$ cat config.mk
export PLATFORM = sky130hd
export DESIGN_NAME = decode_pipe
export DESIGN_NICKNAME = d
export VERILOG_FILES = /design/src/rtl/decode_pipe.sv
export SDC_FILE = /design/constraint.sdc
export NUM_CORES = 1
export LEC_CHECK = 0
export CAP_MARGIN = 5
export CORE_MARGIN = 2
export CORE_UTILIZATION = 50
export DETAILED_ROUTE_END_ITERATION = 8
export PLACE_DENSITY = 0.81
export SYNTH_ARGS = -nofsm -noshare
export SYNTH_HDL_FRONTEND = slang
export SYNTH_SLANG_ARGS = --single-unit
$ cat constraint.sdc
create_clock -name clk -period 5.4 [get_ports clk]
set_input_delay 0.54 -clock clk [delete_from_list [all_inputs] [get_ports clk]]
set_output_delay 0.54 -clock clk [all_outputs]
set_load 0.03 [all_outputs]
$ cat src/rtl/decode_pipe.sv
// Pipelined one-hot decoder with valid/ready flow control, flush, a sticky
// out-of-range flag and a saturating count of delivered non-zero words.
module decode_pipe #(
    parameter int FANOUT  = 64,
    parameter int IO_SIZE = $clog2(FANOUT),
    parameter int STAGES  = 2
) (
    input  logic               clk,
    input  logic               reset,
    input  logic [IO_SIZE-1:0] inpBus,
    input  logic               enable,
    input  logic               inValid,
    output logic               inReady,
    input  logic               flush,
    output logic [FANOUT-1:0]  outBus,
    output logic               outValid,
    input  logic               outReady,
    output logic               rangeErr,
    output logic [15:0]        hitCount
);

    logic [FANOUT-1:0] stageData_q [STAGES];
    logic [STAGES-1:0] stageValid_q;
    logic [STAGES-1:0] advance;
    logic [FANOUT-1:0] decoded_d;
    logic              outOfRange;
    logic              acceptFire;
    logic              deliverHit;
    logic              rangeErr_q;
    logic              rangeErr_d;
    logic [15:0]       hitCount_q;
    logic [15:0]       hitCount_d;

    // Advance permission ripples back from the consumer, so a full pipeline
    // whose output is being taken can still accept a new word every cycle.
    always_comb begin
        logic chain;
        chain                = !stageValid_q[STAGES-1] || outReady;
        advance              = '0;
        advance[STAGES-1]    = chain;
        for (int i = STAGES - 2; i >= 0; i--) begin
            chain      = !stageValid_q[i] || chain;
            advance[i] = chain;
        end
    end

    always_comb begin
        logic [31:0] selWide;
        selWide    = 32'(inpBus);
        decoded_d  = '0;
        outOfRange = enable && (selWide >= 32'(FANOUT));
        for (int k = 0; k < FANOUT; k++) begin
            decoded_d[k] = enable && (selWide == 32'(k));
        end
    end

    assign inReady    = advance[0];
    assign outBus     = stageData_q[STAGES-1];
    assign outValid   = stageValid_q[STAGES-1];
    assign acceptFire = inValid && inReady && !flush;
    assign deliverHit = outValid && outReady && (|outBus);

    always_ff @(posedge clk or posedge reset) begin
        if (reset) begin
            stageValid_q <= '0;
            for (int i = 0; i < STAGES; i++) begin
                stageData_q[i] <= '0;
            end
        end else if (flush) begin
            stageValid_q <= '0;
        end else begin
            if (advance[0]) begin
                stageValid_q[0] <= inValid;
                stageData_q[0]  <= decoded_d;
            end
            for (int i = 1; i < STAGES; i++) begin
                if (advance[i]) begin
                    stageValid_q[i] <= stageValid_q[i-1];
                    stageData_q[i]  <= stageData_q[i-1];
                end
            end
        end
    end

    // Status registers keep counting through a flush; only reset clears them.
    always_comb begin
        rangeErr_d = rangeErr_q || (acceptFire && outOfRange);
        hitCount_d = hitCount_q;
        if (deliverHit && (hitCount_q != 16'hFFFF)) begin
            hitCount_d = hitCount_q + 16'd1;
        end
    end

    always_ff @(posedge clk or posedge reset) begin
        if (reset) begin
            rangeErr_q <= 1'b0;
            hitCount_q <= '0;
        end else begin
            rangeErr_q <= rangeErr_d;
            hitCount_q <= hitCount_d;
        end
    end

    assign rangeErr = rangeErr_q;
    assign hitCount = hitCount_q;

endmodule

* Yosys cells after proc, flatten, opt, wreduce, memory -nomap -nowiden
Index checks and enable logic that the tools add are counted.
Word-level totals: flip-flop bits (word level) 146, bits of input ports 12, word-level logic and storage cells 151
Operators by class: add/sub/neg operators 1, equality and inequality tests 64, muxes and demuxes 3, bitwise logic cells 1, reductions and logical operators 77
Operators with widths (number):
- $eq 6x6->1 const B | 32
- $eq 6x5->1 const B | 16
- $logic_and 1x1->1 | 67
- $reduce_or 64->1 | 1
- $eq 6x4->1 const B | 8
- $eq 6x3->1 const B | 4
- $add 16x1->16 const B | 1
- $ne 16x16->1 const B | 1
- $eq 6x2->1 const B | 2
- $eq 6x1->1 const B | 1
- $logic_not 6->1 | 1
- $reduce_and 2->1 | 2
- $reduce_bool 2->1 | 2
- $logic_not 1->1 | 2
- $logic_or 1x1->1 | 2
- $mux 1 | 2
- $mux 2 | 1
- $not 1->1 | 1

* Longest topological paths before layout
Gate-level depths: netlist of the first run.
depth after elaboration 5, mapped depth 7, depth with buffers taken out 6

* Worst setup path after synthesis of the first run
Ideal clock, no wire load.
path type reg-to-reg, from register hitCount_q[0], in the netlist hitCount[0], to register hitCount_q[1], in the netlist hitCount[1], setup time 0.125 ns, arrival time 1.906 ns, data required time 5.275 ns, path slack 3.369 ns, stages on the path, launching flop included 7, buffers on the path 0, cells stage by stage dfrtp_1 > ha_1 > nand2_1 > or3_4 > nor3_4 > nor3_4 > mux2_4
On the way: word-level cells in the longest chain between the ends 2, elaborated cells on any way between the ends 3, classes of those cells add/sub: 1; eq/ne: 1; reduce/logical: 1
Ends and longest elaborated chain:
- from (decl) | line 31 | logic [15:0] hitCount_q;
- from (signal assigned) | line 100 | hitCount_q <= hitCount_d;
- parallel branches: the longest is 2 deep, another holds $add 16x1->16
Several ways; the timed one is not identified. A chain may end at the register's enable or synchronous reset.

* Worst setup path after layout of the first run
from input port outReady, to output port inReady
On the way: word-level cells in the longest chain between the ends 2
Ends and longest elaborated chain:
- from (decl) | line 17 | input logic outReady,
- $logic_or 1x1->1 | line 38 | chain = !stageValid_q[STAGES-1] || outReady;
- $logic_or 1x1->1 | line 42 | chain = !stageValid_q[i] || chain;
- to (decl) | line 13 | output logic inReady,
No other way between the ends.

==> results of run 1 <==
==> state kept, by name (all words and copies together), names as in the netlist <==
name and cells:
stageData_q 64, hitCount 16, stageValid_q 2, outBus 64
==> critical path: stages <==
cell             delay, ps
clkdlybuf4s50_1        480
nor2b_1                380
nand2_1                200
clkdlybuf4s50_1        640
==> per-stage QoR <==
stage          hold WS, ps  util (%)  instances  area [um^2]  power [mW]
2_1_floorplan          443         -        545         6440        1.30
3_3_place_gp           454      55.6        721         7020        1.36
3_5_place_dp           463      55.6        721         7020        1.37
4_1_cts                475      60.6        753         7650        2.60
5_1_grt                496      60.6        753         7650        2.67
6_report               473      60.6        753         7650        2.59
==> Yosys cell counts <==
cell,n,area share (%)
buf_2,8,0.62
nand3_1,14,1.1
and3_1,2,0.19
nor4_1,28,2.7
nor2b_1,5,0.49
o31ai_1,64,7.5
a2111o_1,1,0.17
xor2_1,15,2.0
nor3_4,2,0.50
or3_4,1,0.17
nor3_1,2,0.16
ha_1,1,0.19
mux2_2,64,11
nand2b_1,2,0.19
nand2_1,83,4.8
clkbuf_1,16,0.93
or3b_2,1,0.14
nand4_2,1,0.19
buf_1,1,0.058
buf_6,1,0.17
and4_1,1,0.14
conb_1,1,0.058
inv_1,1,0.058
nand4_1,7,0.68
dfrtp_1,146,57
buf_4,65,7.6
nor2_1,7,0.41
mux2_4,1,0.23
a21oi_1,1,0.078
nor4_4,1,0.33
nand3b_1,2,0.23
==> kinds of logic after synthesis <==
kind of cell,after synthesis,synth area share (%)
muxes,65,11.4
xor gates and xnor gates,15,2.04
other,1,0.0582
buffers and inverters,92,9.42
adders and majority gates,1,0.194
and+or+nand+nor,159,12.5
AOI/OAI and AO/OA,66,7.71
DFF,146,56.7
==> routing by layer <==
metal	vias up	wire length, um
met3	41	783
li1	1931	-
met2	165	6770
met5	-	0
met4	0	537
met1	2160	6240
==> how the worst max path moves through the flow <==
stage | to | slack, ps | depth (start not counted)
6_report | inReady | 2620 | 4
5_1_grt | inReady | 2540 | 4
4_1_cts | inReady | 2620 | 4
3_5_place_dp | outBus[61] | 2440 | 5
3_3_place_gp | outBus[8] | 2500 | 5
2_1_floorplan | hitCount[0] | 940 | 1
==> cell type report <==
| cell class | count | area [um^2] |
|---|---|---|
| fillers | 994 | 4970 |
| flip-flops and latches | 146 | 3650 |
| multi-input cells | 307 | 2200 |
| repair buffers | 95 | 946 |
| clock buffers | 20 | 447 |
| well taps | 172 | 215 |
| clock inverters | 12 | 181 |
| inverters | 1 | 8.76 |
==> power by group through the flow <==
stage / combinational [mW] / clock, mW / sequential (mW)
4_1_cts: 0.212 / 1.25 / 1.14
5_1_grt: 0.228 / 1.30 / 1.14
3_3_place_gp: 0.206 / 0 / 1.16
6_report: 0.210 / 1.24 / 1.14
3_5_place_dp: 0.211 / 0 / 1.16
2_1_floorplan: 0.131 / 0 / 1.17
==> summary.txt, run 1 <==
Floorplanning
  – Io pins: 95
  – Row count: 41
  – Die Wd: 118 um
  – Core ar.: 12,600 um^2
  – Initial core utilization: 51.1%
  – Die Footprint: 13,800 um^2
  – Die Span Y: 118 um

Status
  – Outcome: finished clean

Place
  – # port buffers: 93
  – Global placement routability congestion: 0.821
  – Placed wire-length estimate: 9.51 mm
  – Placement Setup Slack: 2440 ps

STA
  – Setup TNS: 0 ps
  – Slack of the critical path: 2620 ps
  – Final Hold Viols: 0
  – Period utilization: 51.4%
  – Min Tclk post-route: 2780 ps
  – FMAX: 360 MHz
  – Fin. max-slew vios: 0
  – RSZ-0062 raised after global routing: false
  – Clock Skews: 8.28 ps
  – Worst-margin pin slew: 1200 ps
  – Setup violators final: 0
  – Rel. slew slack: 20.1%

Yosys
  – Register bit total from synthesis: 146
  – Mapped Cells: 545
  – Yosys cell types: 31
  – Synth Warn #: 0
  – Mean area per synthesized cell: 11.8 um^2
  – Syn Std Cell Area: 6440 um^2
  – Seq/Total Area, Yosys: 56.7%
  – Syn nets: 558

GRT
  – GR Util met3: 5.14%
  – GR peak layer: met2
  – Met2 Use GR: 33.0%
  – Met1 Usage GRT: 29.3%
  – Number of global-route vias before repair: 4,272
  – Largest net degree at the start of global routing: 129
  – Antenna violations before repair: 0
  – Congestion Overflow GR: 0
  – GR Util All Layers: 21.7%
  – First-pass GRT wire length: 23.2 mm

Pwr
  – Clk network pwr share: 47.9%
  – Switching power: 0.618 mW
  – PwrDens: 338 nW/um^2
  – Worst vdd ir: 175 uV
  – Leakage: 3.48 nW
  – Internal power: 1.97 mW
  – Comb pwr share: 8.1%
  – Flop pwr share: 44.0%
  – Sw frac: 23.9%

Critical path
  – Critical path class: input port to output pin
  – Req. time, crit path: 4860 ps
  – R2R setup slack: 2850 ps
  – Critical Path Fanout Max: 5
  – Worst setup SP type: input port
  – CP arrival: 2240 ps
  – Critical path endpoint category: output pin
  – R2r startpoint: outBus[13]
  – R2r worst-path depth: 5
  – CP Launch Point: outReady
  – Reg2reg end: hitCount[1]

Finish
  – Commonest non-fill, non-tap cell in the layout: dfrtp_1
  – Layout area overhead: 18.7%
  – Nets: 581
  – Ant diodes: 0
  – Share of cells above drive strength 1: 18.2%
  – Commonest non-fill, non-tap cells in the layout: dfrtp_1, clkdlybuf4s50_1, nand2_1

Routing
  – Iter 0 DRT Violations: 364
  – DRC viols: 0
  – ANT nets after route: 0
  – Via count: 4,297
  – Vias per cell: 5.71
  – WL final: 14.3 mm
  – Per-cell routed wire length: 19.0 um
  – DR pass1 iterations: 5

Worst hold path
  – HP Start: stageData_q[118]
  – Hold Path Class: flop to flop
  – Hold worst-path end: stageData_q[118]
  – Hold Path Depth: 2

Clocking
  – Clock slew seen by the registers of the worst setup and hold paths: 50 ps
  – # hold bufs at CTS: 0
  – Post-CTS setup buffers: 0
  – Htree depth: 4
  – Sink Count: 146
  – Post_cts resized: 0
  – Clock root cell: clkbuf_16
  – TritonCTS buffer count: 17
  – Clk_lat worst skew: 420 ps
  – CTS tree: done
  – Clk buf depth: 2

Flow run
  – Max Cap Viol: 0
(Power assumes the default switching activity.)
==> run 2, diff against run 1 <==
clock period = 2.9 ns   (was 5.4 ns; I/O delays follow)
==> run 2 against run 1 <==
Setup slack worse by 2000 ps; largest cell class unchanged; highest routed layer unchanged; clock power increased by 77%; sequential share of layout area down 0.39 points; routed wire length is 0.98% lower; global-route usage is 0.16 points lower.
==> summary.txt, run 2 (synthesis gave the netlist of run 1 again) <==
GRT
  – GR peak layer: met2 (unchanged)
  – First-pass GRT wire length: 23.2 mm (unchanged)
  – Met2 Use GR: 34.9% (was 33.0%)
  – Number of global-route vias before repair: 4,408 (was 4,272)
  – Met1 Usage GRT: 26.5% (was 29.3%)
  – Largest net degree at the start of global routing: 84 (was 129)
  – GR Util All Layers: 21.5% (was 21.7%)
  – Congestion Overflow GR: 0 (unchanged)
  – GR Util met3: 6.83% (was 5.14%)
  – Antenna violations before repair: 0 (unchanged)

Finish
  – Area of the multi-input gates: 2200 um^2 (unchanged)
  – Nets: 586 (was 581)
  – Commonest non-fill, non-tap cell in the layout: dfrtp_1 (unchanged)
  – Ant diodes: 0 (unchanged)
  – Fillers: 948 (was 994)
  – Fin cells: 758 (was 753)
  – Layout area overhead: 19.7% (was 18.7%)
  – Share of cells above drive strength 1: 19.3% (was 18.2%)
  – Final core occ: 61.1% (was 60.6%)
  – Sequential cell area: 3650 um^2 (unchanged)
  – Commonest non-fill, non-tap cells in the layout: dfrtp_1, clkdlybuf4s50_1, nand2_1 (unchanged)

Worst hold path
  – Hold Path Class: input port to asynchronous set/reset pin (was flop to flop)

STA
  – Min Tclk post-route: 2320 ps
  – Clock Skews: 8.97 ps (was 8.28 ps)
  – Setup TNS: 0 ps (unchanged)
  – Fin. max-slew vios: 0 (unchanged)
  – Final Hold Viols: 0 (unchanged)
  – RSZ-0062 raised after global routing: false (unchanged)
  – Rel. slew slack: 49.0% (was 20.1%)
  – Worst-margin pin slew: 763 ps (was 1200 ps)
  – FMAX: 430 MHz
  – Period utilization: 80.2%
  – Setup violators final: 0 (unchanged)

Routing
  – Via count: 4,247 (was 4,297)
  – DR pass1 iterations: 5 (unchanged)
  – Iter 0 DRT Violations: 270 (was 364)
  – WL final: 14.2 mm (was 14.3 mm)
  – Per-cell routed wire length: 18.7 um (was 19.0 um)
  – ANT nets after route: 0 (unchanged)
  – DRC viols: 0 (unchanged)
  – Vias per cell: 5.60 (was 5.71)

Critical path
  – Req. time, crit path: 2610 ps (was 4860 ps)
  – Critical path endpoint category: output pin (unchanged)
  – Buf+Inv Stages, Crit Path: 1 (was 2)
  – CP arrival: 2030 ps (was 2240 ps)
  – Delay-heaviest family, CP: buffers and inverters (unchanged)
  – Critical path class: flop to output pin (was input port to output pin)
  – Worst setup SP type: flop (was input port)
  – Critical Path Fanout Max: 6 (was 5)
  – Critical Path, Cell by Cell: nor2b_1 > nand2_1 > clkdlybuf4s50_1 (was clkdlybuf4s50_1 > nor2b_1 > nand2_1 > clkdlybuf4s50_1)
  – Crit-path max cell delay: 630 ps (was 640 ps)
  – Worst-path cell with the longest stage delay: clkdlybuf4s50_1 (unchanged)

Clocking
  – Clock slew seen by the registers of the worst setup and hold paths: 60 ps (was 50 ps)
  – TritonCTS buffer count: 17 (unchanged)
  – Clk buf depth: 2 (unchanged)
  – CTS tree: done (unchanged)
  – Clock root cell: clkbuf_16 (unchanged)
  – Sink Count: 146 (unchanged)
  – Htree depth: 4 (unchanged)
  – Post-CTS setup buffers: 0 (unchanged)
  – Clk_lat worst skew: 420 ps (about the same)
  – # hold bufs at CTS: 0 (unchanged)
  – Post_cts resized: 0 (unchanged)

Pwr
  – Worst vdd ir: 299 uV (was 175 uV)
  – Leakage: 3.51 nW (was 3.48 nW)
  – Final Power: 4.73 mW (was 2.59 mW)
  – PwrDens: 613 nW/um^2 (was 338 nW/um^2)

Floorplanning
  – Core ar.: 12,600 um^2 (unchanged)
  – Die Wd: 118 um (unchanged)
  – Die Span Y: 118 um (unchanged)
  – Io pins: 95 (unchanged)
  – Die Footprint: 13,800 um^2 (unchanged)
  – Initial core utilization: 51.1% (unchanged)
  – Row count: 41 (unchanged)

Place
  – Placed cells: 726 (was 721)
  – Global placement routability congestion: 0.866 (was 0.821)
  – Placed wire-length estimate: 9.57 mm (was 9.51 mm)
  – # port buffers: 93 (unchanged)

Flow run
  – Max Cap Viol: 0 (unchanged)

Status
  – Outcome: finished clean (unchanged)
run 2: cell types whose count changed in the layout (fill, tap and decap cells not counted):
cell,delta
bufinv_16,-2
clkbuf_1,-2
clkbuf_8,+1
clkinvlp_4,+1
buf_12,+4
clkinv_4,+2
clkinv_2,-1
inv_6,+1
buf_4,+1
run 2: cell type report:
| cell class | count | share of cell area (%) |
|---|---|---|
| Timing Repair Buffer | 100 | 13.4 |
| Inverter | 1 | 0.0973 |
| Sequential cell | 146 | 47.4 |
| Clock inverter | 13 | 1.96 |
| Clock buffer | 19 | 5.87 |
| Multi-Input combinational cell | 307 | 28.5 |
| Tap cell | 172 | 2.79 |
run 2: path summary, 6_finish.rpt:
path,from,end,slack [ps],cells after the start
max reg2reg,outBus[18],hitCount[1],710,6
max in group asynchronous,reset,outBus[52],1800,3
min in group clk,stageData_q[114],stageData_q[114],480,2
min reg2reg,stageData_q[114],stageData_q[114],480,2
min,reset,outBus[39],300,2
max,stageValid_q[1],inReady,580,3
run 2: metrics by stage:
stage | hold slack [ps] | cell area, um^2 | worst slack [ps]
global route | 341 | 7710 | 504
global placement | 453 | 7110 | 696
CTS | 297 | 7710 | 558
floorplan | 356 | 6450 | 777
detailed placement | 466 | 7110 | 649
finish | 301 | 7710 | 576
run 2: layer usage:
metal,vias to the layer above,routed length [um]
met3,34,805
met2,127,7110
met1,2137,5830
met5,-,0
met4,0,439
li1,1949,-
run 2: worst reg2reg max path, cell delays in order, from the launching register on:
cell	delay [ps]
dfrtp_1	400
nor4_1	500
nand4_1	270
nor4_4	290
buf_4	250
nor3_4	70
mux2_4	300
run 2: where the power goes:
| group | leakage, nW | total (mW) | internal, mW | switching (mW) |
|---|---|---|---|---|
| Sequential | 2.03 | 2.12 | 2.07 | 0.0499 |
| Combinational | 1.19 | 0.412 | 0.150 | 0.262 |
| Clock | 0.283 | 2.19 | 1.32 | 0.868 |
